[config.mk]
export PLATFORM = sky130hd
export DESIGN_NAME = fp16_to_int16_flat
export DESIGN_NICKNAME = d
export VERILOG_FILES = /design/src/rtl/fp16_to_int16_if.sv /design/src/rtl/fp16_to_int16.sv /design/src/flat_wrapper.sv
export SDC_FILE = /design/constraint.sdc
export NUM_CORES = 1
export LEC_CHECK = 0
export ABC_AREA = 1
export CORE_MARGIN = 5
export CORE_UTILIZATION = 53
export CTS_CLUSTER_DIAMETER = 80
export DETAILED_ROUTE_END_ITERATION = 8
export GPL_ROUTABILITY_DRIVEN = 1
export HOLD_SLACK_MARGIN = 0.12
export PLACE_DENSITY = 0.78
export RECOVER_POWER = 25
export SYNTH_ARGS = -nofsm -noshare
export SYNTH_HDL_FRONTEND = slang
export SYNTH_SLANG_ARGS = --single-unit
[constraint.sdc]
create_clock -name clk -period 2.6 [get_ports clk]
set_input_delay 0.52 -clock clk [delete_from_list [all_inputs] [get_ports clk]]
set_output_delay 0.52 -clock clk [all_outputs]
set_load 0.02 [all_outputs]
[src/rtl/fp16_to_int16_if.sv]
// Valid/ready stream bundle for the fp16 -> int16 converter: operand side in, result side out.
// The slave modport is the converter's view; the master modport is the producer/consumer view.
interface fp16_to_int16_if;
    logic        in_valid;
    logic        in_ready;
    logic [15:0] in_data;
    logic        out_valid;
    logic        out_ready;
    logic [15:0] out_data;
    logic        out_ovf;
    logic        out_inv;
    logic        out_inexact;

    modport slave (
        input  in_valid,
        input  in_data,
        input  out_ready,
        output in_ready,
        output out_valid,
        output out_data,
        output out_ovf,
        output out_inv,
        output out_inexact
    );

    modport master (
        output in_valid,
        output in_data,
        output out_ready,
        input  in_ready,
        input  out_valid,
        input  out_data,
        input  out_ovf,
        input  out_inv,
        input  out_inexact
    );
endinterface

[src/rtl/fp16_to_int16.sv]
// Two-stage binary16 to signed int16 converter, truncating toward zero, with saturation
// and NaN/overflow/inexact flags. Elastic valid/ready pipeline, throughput one per cycle.
module fp16_to_int16 (
    input  logic           clk,
    input  logic           rst,
    fp16_to_int16_if.slave bus
);

    typedef struct packed {
        logic signed [15:0] data;
        logic               ovf;
        logic               inv;
        logic               inex;
    } result_t;

    function automatic logic signed [15:0] f_saturate(input logic sign);
        return sign ? 16'sh8000 : 16'sh7FFF;
    endfunction

    function automatic logic signed [15:0] f_negate(input logic sign, input logic [15:0] mag);
        logic signed [15:0] v;
        v = $signed(mag);
        return sign ? -v : v;
    endfunction

    // Truncating conversion of a decoded operand; flags are mutually exclusive by construction.
    function automatic result_t f_convert(
        input logic        sign,
        input logic [4:0]  exp,
        input logic [10:0] sig,
        input logic        nan,
        input logic        inf,
        input logic        zero
    );
        result_t     r;
        logic [15:0] mag;
        logic [10:0] mask;
        logic [4:0]  sh;
        r    = '0;
        mag  = '0;
        mask = '0;
        sh   = '0;
        if (nan) begin
            r.inv = 1'b1;
        end else if (inf) begin
            r.ovf  = 1'b1;
            r.data = f_saturate(sign);
        end else if (exp == 5'd30) begin
            if (sign && (sig[9:0] == 10'd0)) begin
                r.data = 16'sh8000;
            end else begin
                r.ovf  = 1'b1;
                r.data = f_saturate(sign);
            end
        end else if (exp >= 5'd25) begin
            sh     = exp - 5'd25;
            mag    = {5'b0, sig} << sh;
            r.data = f_negate(sign, mag);
        end else if (exp >= 5'd15) begin
            sh     = 5'd25 - exp;
            mag    = {5'b0, sig} >> sh;
            mask   = (11'h1 << sh) - 11'h1;
            r.inex = |(sig & mask);
            r.data = f_negate(sign, mag);
        end else if (exp != 5'd0) begin
            r.inex = 1'b1;
        end else begin
            r.inex = ~zero;
        end
        return r;
    endfunction

    logic        w_adv1;
    logic        w_adv2;
    logic        w_sign;
    logic [4:0]  w_exp;
    logic [9:0]  w_frac;
    result_t     w_res;

    logic        r_vld_p1;
    logic        r_sign_p1;
    logic [4:0]  r_exp_p1;
    logic [10:0] r_sig_p1;
    logic        r_nan_p1;
    logic        r_inf_p1;
    logic        r_zero_p1;

    logic               r_vld_p2;
    logic signed [15:0] r_data_p2;
    logic               r_ovf_p2;
    logic               r_inv_p2;
    logic               r_inex_p2;

    assign w_adv2 = ~r_vld_p2 | bus.out_ready;
    assign w_adv1 = ~r_vld_p1 | w_adv2;
    assign bus.in_ready = w_adv1;

    assign w_sign = bus.in_data[15];
    assign w_exp  = bus.in_data[14:10];
    assign w_frac = bus.in_data[9:0];

    // Stage 1: decode fields and classify the operand
    always_ff @(posedge clk) begin
        if (rst) begin
            r_vld_p1 <= 1'b0;
        end else if (w_adv1) begin
            r_vld_p1 <= bus.in_valid;
        end
    end

    always_ff @(posedge clk) begin
        if (w_adv1 && bus.in_valid) begin
            r_sign_p1 <= w_sign;
            r_exp_p1  <= w_exp;
            r_sig_p1  <= {(w_exp != 5'd0), w_frac};
            r_nan_p1  <= (w_exp == 5'd31) && (w_frac != 10'd0);
            r_inf_p1  <= (w_exp == 5'd31) && (w_frac == 10'd0);
            r_zero_p1 <= (w_exp == 5'd0) && (w_frac == 10'd0);
        end
    end

    assign w_res = f_convert(r_sign_p1, r_exp_p1, r_sig_p1, r_nan_p1, r_inf_p1, r_zero_p1);

    // Stage 2: shift, saturate, negate; output registers clear on reset so the port reads zero
    always_ff @(posedge clk) begin
        if (rst) begin
            r_vld_p2  <= 1'b0;
            r_data_p2 <= '0;
            r_ovf_p2  <= 1'b0;
            r_inv_p2  <= 1'b0;
            r_inex_p2 <= 1'b0;
        end else if (w_adv2) begin
            r_vld_p2 <= r_vld_p1;
            if (r_vld_p1) begin
                r_data_p2 <= w_res.data;
                r_ovf_p2  <= w_res.ovf;
                r_inv_p2  <= w_res.inv;
                r_inex_p2 <= w_res.inex;
            end
        end
    end

    assign bus.out_valid   = r_vld_p2;
    assign bus.out_data    = r_data_p2;
    assign bus.out_ovf     = r_ovf_p2;
    assign bus.out_inv     = r_inv_p2;
    assign bus.out_inexact = r_inex_p2;

endmodule

[src/flat_wrapper.sv]
// flat-port wrapper written by rule: the top's interface ports become plain ports
module fp16_to_int16_flat 
  (clk, rst, bus_in_valid, bus_in_data, bus_out_ready, bus_in_ready, bus_out_valid, bus_out_data, bus_out_ovf, bus_out_inv, bus_out_inexact);
  fp16_to_int16_if bus_i ();
  input  logic clk;
  input  logic rst;
  input wire logic [$bits(bus_i.in_valid)-1:0] bus_in_valid;
  input wire logic [$bits(bus_i.in_data)-1:0] bus_in_data;
  input wire logic [$bits(bus_i.out_ready)-1:0] bus_out_ready;
  output wire logic [$bits(bus_i.in_ready)-1:0] bus_in_ready;
  output wire logic [$bits(bus_i.out_valid)-1:0] bus_out_valid;
  output wire logic [$bits(bus_i.out_data)-1:0] bus_out_data;
  output wire logic [$bits(bus_i.out_ovf)-1:0] bus_out_ovf;
  output wire logic [$bits(bus_i.out_inv)-1:0] bus_out_inv;
  output wire logic [$bits(bus_i.out_inexact)-1:0] bus_out_inexact;
  assign bus_i.in_valid = bus_in_valid;
  assign bus_i.in_data = bus_in_data;
  assign bus_i.out_ready = bus_out_ready;
  assign bus_in_ready = bus_i.in_ready;
  assign bus_out_valid = bus_i.out_valid;
  assign bus_out_data = bus_i.out_data;
  assign bus_out_ovf = bus_i.out_ovf;
  assign bus_out_inv = bus_i.out_inv;
  assign bus_out_inexact = bus_i.out_inexact;
  fp16_to_int16 u_core (.clk(clk), .rst(rst), .bus(bus_i));
endmodule
* Yosys cells after proc, flatten, opt, wreduce, memory -nomap -nowiden *
Cells that the tools add are included.

storage, ports and cells
  output and inout port bits = 21
  register bits after elaboration = 41
  word-level logic and storage cells = 61

cells by class
  shift-type cells = 3
  add/sub/neg operators = 5
  equal/unequal tests = 2
  order comparisons = 2
  muxes and demuxes = 18
  reductions and logical operators = 13
  bitwise operators = 6

operators with widths
  kind                   count
  $mux 16                7
  $mux 17                2
  $neg 16->16            2
  $logic_not 10->1       2
  $shl 11x5->16          1
  $shr 11x5->16          1
  $and 11x11->11         1
  $reduce_or 11->1       1
  $shl 1x5->11 const A   1
  $sub 11x1->11 const B  1
  $eq 5x5->1 const B     2
  $reduce_bool 10->1     1
  $reduce_bool 5->1      2
  $mux 1                 9
  $ge 5x4->1 const B     1
  $ge 5x5->1 const B     1
  $logic_and 1x1->1      5
  $logic_not 5->1        1
  $sub 5x5->5 const A    1
  $sub 5x5->5 const B    1
  $not 1->1              3
  $or 1x1->1             2
  $reduce_and 2->1       1

* Longest topological paths before layout *
  depth after elaboration = 10
  mapped depth = 23
  gate-level depth less buffers = 21

* Worst setup path before layout *
OpenSTA, ideal clock, no wires.

  kind = reg-to-reg
  start = reg u_core.r_exp_p1[1]
  end = reg u_core.r_data_p2[12] (netlist: u_core.bus.out_data[12])
  slack = -0.075 ns
  setup time = 0.133 ns
  arrival time = 2.542 ns
  stages on the path, launching flop included = 23
  data required time = 2.467 ns
  cells stage by stage = edfxtp_1 -> inv_1 -> buf_2 -> ha_1 -> nand2_1 -> nand2_1 -> nand2_2 -> inv_2 -> nor2_4 -> buf_6 -> nand2_1 -> ha_1 -> nand3_2 -> nand2_2 -> nand3_2 -> nor2_2 -> nand3b_1 -> nand2_1 -> nand2_1 -> nand2_1 -> nand2_1 -> nand2_1 -> a21oi_2

between the ends
  word-level cells in the longest chain between the ends = 9
  elaborated cells between the ends (all ways) = 16
  those cells by class = add/sub: 4; order compare: 2; eq/ne: 1; shift: 2; mux: 7

RTL lines
  element                   line                  source
  start: declaration        fp16_to_int16.sv:82   logic [4:0] r_exp_p1;
  start signal: assignment  fp16_to_int16.sv:114  r_exp_p1 <= w_exp;
  $sub 5x5->5               fp16_to_int16.sv:60   sh = 5'd25 - exp;
  $shr 11x5->16             fp16_to_int16.sv:61   mag = {5'b0, sig} >> sh;
  $neg 16->16               fp16_to_int16.sv:23   return sign ? -v : v;
  $mux 16                   fp16_to_int16.sv:23
  $mux 16                   fp16_to_int16.sv:59   end else if (exp >= 5'd15) begin
  $mux 16                   fp16_to_int16.sv:55   end else if (exp >= 5'd25) begin
  $mux 16 *                 fp16_to_int16.sv:48   end else if (exp == 5'd30) begin
  $mux 17 *                 fp16_to_int16.sv:45   end else if (inf) begin
  $mux 17 *                 fp16_to_int16.sv:43   if (nan) begin
  end signal: assignment    fp16_to_int16.sv:135  r_data_p2 <= w_res.data;
  end: declaration          fp16_to_int16.sv:89   logic signed [15:0] r_data_p2;

Every way passes the cells marked *; elsewhere a longest branch is shown, timed or not.
A chain may end at the register's enable or synchronous reset.

* Worst setup path after layout *
  start = reg u_core.r_exp_p1[1]
  end = reg u_core.r_data_p2[5] (netlist: u_core.bus.out_data[5])

Same word-level chain as after synthesis.

==> results.cfg <==
[outcome]
outcome = complete, no violations

[worst_setup_path]
worst-setup-path-type = flip-flop to flip-flop
critPathCaptureType = flip-flop
rr_startpoint = u_core.r_exp_p1[1]
arrival_ns = 2.75
rrSetupSlack_ns = 0.05
cp-start-kind = flip-flop
r2r_cells = 18
rr_endpoint = u_core.bus.out_data[5]
path_max_fanout = 11
required_ns = 2.80

[placed_design]
placed_cell_area_mm2 = 0.00475
dp_cells = 832
io_buffers = 40
hpwl_um = 9940
gp_congestion = 1.01

[synthesis]
synthTopCellsByCount = nand2_1 (249), nand3_1 (105), inv_1 (54)
syn_area_per_cell_um2 = 5.96
syn_inst = 668
ys.flop_type = dfxtp_1
yosysSeqAreaShare = 0.256
syn-num-nets = 698
synth.top_cell.area_share = 0.235
synth_edf_count = 20
ys_warn_count = 0
synth_area_leaders = nand2_1 (23%), edfxtp_1 (15%), nand3_1 (13%)
yosysUniqueCellTypes = 39
yosys.cell_count.top_type = nand2_1
syn_area_mm2 = 0.00398
async_flop_share = 0
yosys.area.top_type = nand2_1
ys_seq_elements = 41

[floorplanning]
io_pins = 41
die_y_um = 96.7
core_mm2 = 0.00729
dieWidth_um = 96.7
rows = 31
start_util = 0.546
die_area_mm2 = 0.00935

[sta]
hold_slack_ns = 0.468
min_period_ns = 2.55
max_slew_margin = 0.423
fin_crit_sh = 0.980
grt_setup_unrepaired = true
setup_viol = 0
fin_skew_ns = 0.0112
timing.final.hold_violations = 0
drv_slew = 0
max_freq_mhz = 392
worstMarginPinSlew_ns = 0.865

[power_and_ir_drop]
swShare = 0.388
switchingPower_w = 0.000883
p_clk_frac = 0.233
p_int_w = 0.00139
leakage_nw = 2.46
cellPowerDensity_mw_per_mm2 = 437
p_seq_frac = 0.326
ir_worst_vdd_mv = 0.284
power_w = 0.00228
power_frac_comb = 0.441

[detailed_routing]
ant_nets = 0
remaining_drc_errors = 0
wl_um = 12800
drt-initial-drc-count = 513
viasPerCell = 5.64
first_pass_iters = 5
wire_per_inst_um = 15.1
via_count = 4796

[hold_path]
min_path_cells = 2
min_path_type = flip-flop to flip-flop
min_from = u_core.bus.out_ovf
whs_endpoint = u_core.bus.out_ovf

[clock_tree]
cts_buffers = 5
cts_tree = built
worst_skew_pair.late_latency_ns = 0.31
cts_buffer_depth = 2
clock_tree.root_cell = clkbuf_8
clk_pin_slew_worst_paths_ns = 0.08
h-tree-depth = 2
clock_sinks = 41
hold_buffers = 0

[global_route]
antenna_found_initial = 0
grt_max_degree = 23
grt.overflow.total = 0
grt_pass1_wl_um = 20600
grt_usage = 0.262
grt_pass1_vias = 4402

[finish]
antenna_cells = 0
fin_area_mm2 = 0.00520
n_fill_cell = 645
area_delta_synth_final_pct = 30.7
stdcell_count = 850
layout.nets = 780
final_util = 0.714
final_layout_size_suffix_gt1_frac = 0.196

[flow_run]
cap_violations = 0
[cell type report]
cell class	count	area (µm²)	share of cell area
clock buffers	5	68.8	0.0132
clock inverters	3	43.8	0.00841
inverters	64	255	0.0490
multi-input cells	540	2820	0.541
flip-flops and latches	41	1020	0.196
well taps	99	124	0.0238
repair buffers	98	876	0.168
[per-stage QoR]
step | setup TNS [ns] | worst slack, ns
2_1_floorplan | 0 | 0.0189
3_3_place_gp | 0 | 0.0738
3_5_place_dp | -0.0911 | -0.0600
4_1_cts | 0 | 0.0275
5_1_grt | -0.284 | -0.0726
6_report | 0 | 0.0513
[critical path, cell delays in order, from the launching register on]
cell	delay, ns
edfxtp_1	0.44
inv_4	0.14
ha_4	0.17
nand3_1	0.09
nand2_2	0.14
inv_2	0.08
nor2_4	0.15
buf_12	0.16
nand2_1	0.10
nand2_2	0.14
nand2_4	0.08
buf_4	0.16
nand2_1	0.10
xor2_2	0.16
nand2_1	0.08
nand2_1	0.09
nand2_1	0.05
nand2_1	0.07
a21oi_1	0.07
[per-layer routing]
layer,share of wire,track usage,vias up
li1,-,-,2365
met1,0.42,0.340,2195
met2,0.49,0.455,199
met3,0.065,0.0324,37
met4,0.028,0.0767,0
met5,0,0,-
[repair_timing]
action | in CTS | in global routing
endpoints found under the setup margin | 4 | 15
resized for setup | 2 | 67
pin swaps | 0 | 20
buffers inserted | 0 | 10
[flip-flops by register name, summed over array words and instances, names as in the netlist]
| register | flops |
|---|---|
| u_core.bus.out_data | 16 |
| u_core.r_sig_p1 | 11 |
| u_core.r_exp_p1 | 5 |
| u_core.bus.out_inexact | 1 |
| u_core.bus.out_inv | 1 |
| u_core.bus.out_ovf | 1 |
| u_core.bus.out_valid | 1 |
| u_core.r_inf_p1 | 1 |
| u_core.r_nan_p1 | 1 |
| u_core.r_sign_p1 | 1 |
| u_core.r_vld_p1 | 1 |
| u_core.r_zero_p1 | 1 |
[power groups by stage]
stage          Sequential (W)  Clock [W]  Combinational, W
4_1_cts              0.000741   0.000537          0.000899
5_1_grt              0.000746   0.000568           0.00112
6_report             0.000743   0.000531           0.00100
3_3_place_gp         0.000755          0          0.000877
3_5_place_dp         0.000756          0          0.000892
2_1_floorplan        0.000762          0          0.000605
[worst max path at each step]
stage,start,to,cells after the start,slack (ns)
global route,u_core.r_exp_p1[1],u_core.bus.out_data[4],22,-0.07
finish,u_core.r_exp_p1[1],u_core.bus.out_data[5],18,0.05
global placement,u_core.r_exp_p1[1],u_core.bus.out_data[4],21,0.07
CTS,u_core.r_exp_p1[1],u_core.bus.out_data[4],22,0.03
detailed placement,u_core.r_exp_p1[1],u_core.bus.out_inexact,17,-0.06
floorplan,u_core.r_exp_p1[1],u_core.bus.out_data[12],22,0.02
[cells by family after synthesis]
family                   Yosys count  share of synthesized area
flip-flops                        41                      0.256
AO/OA/AOI/OAI                     71                     0.0983
adder cells (fa/ha/maj)           10                     0.0314
XOR/XNOR                           7                     0.0154
buffers and inverters             87                     0.0949
AND/OR/NAND/NOR                  452                      0.504
[placed cells by master, fill, tap and decap left out, types with 6 or more instances in the layout]
master	n
nor2_4	7
nor2_2	6
o21ai_1	7
nand2_1	234
nor4_1	6
nand2_2	22
a21oi_2	6
nand3b_1	6
nor2_1	36
edfxtp_1	20
inv_2	7
inv_1	51
o21ai_0	10
clkdlybuf4s50_1	24
nand3_2	13
a21oi_1	38
nand3_1	96
buf_4	51
dlygate4sd3_1	16
nor3_1	11
dfxtp_1	21
Power figures use the tool's default switching activity.
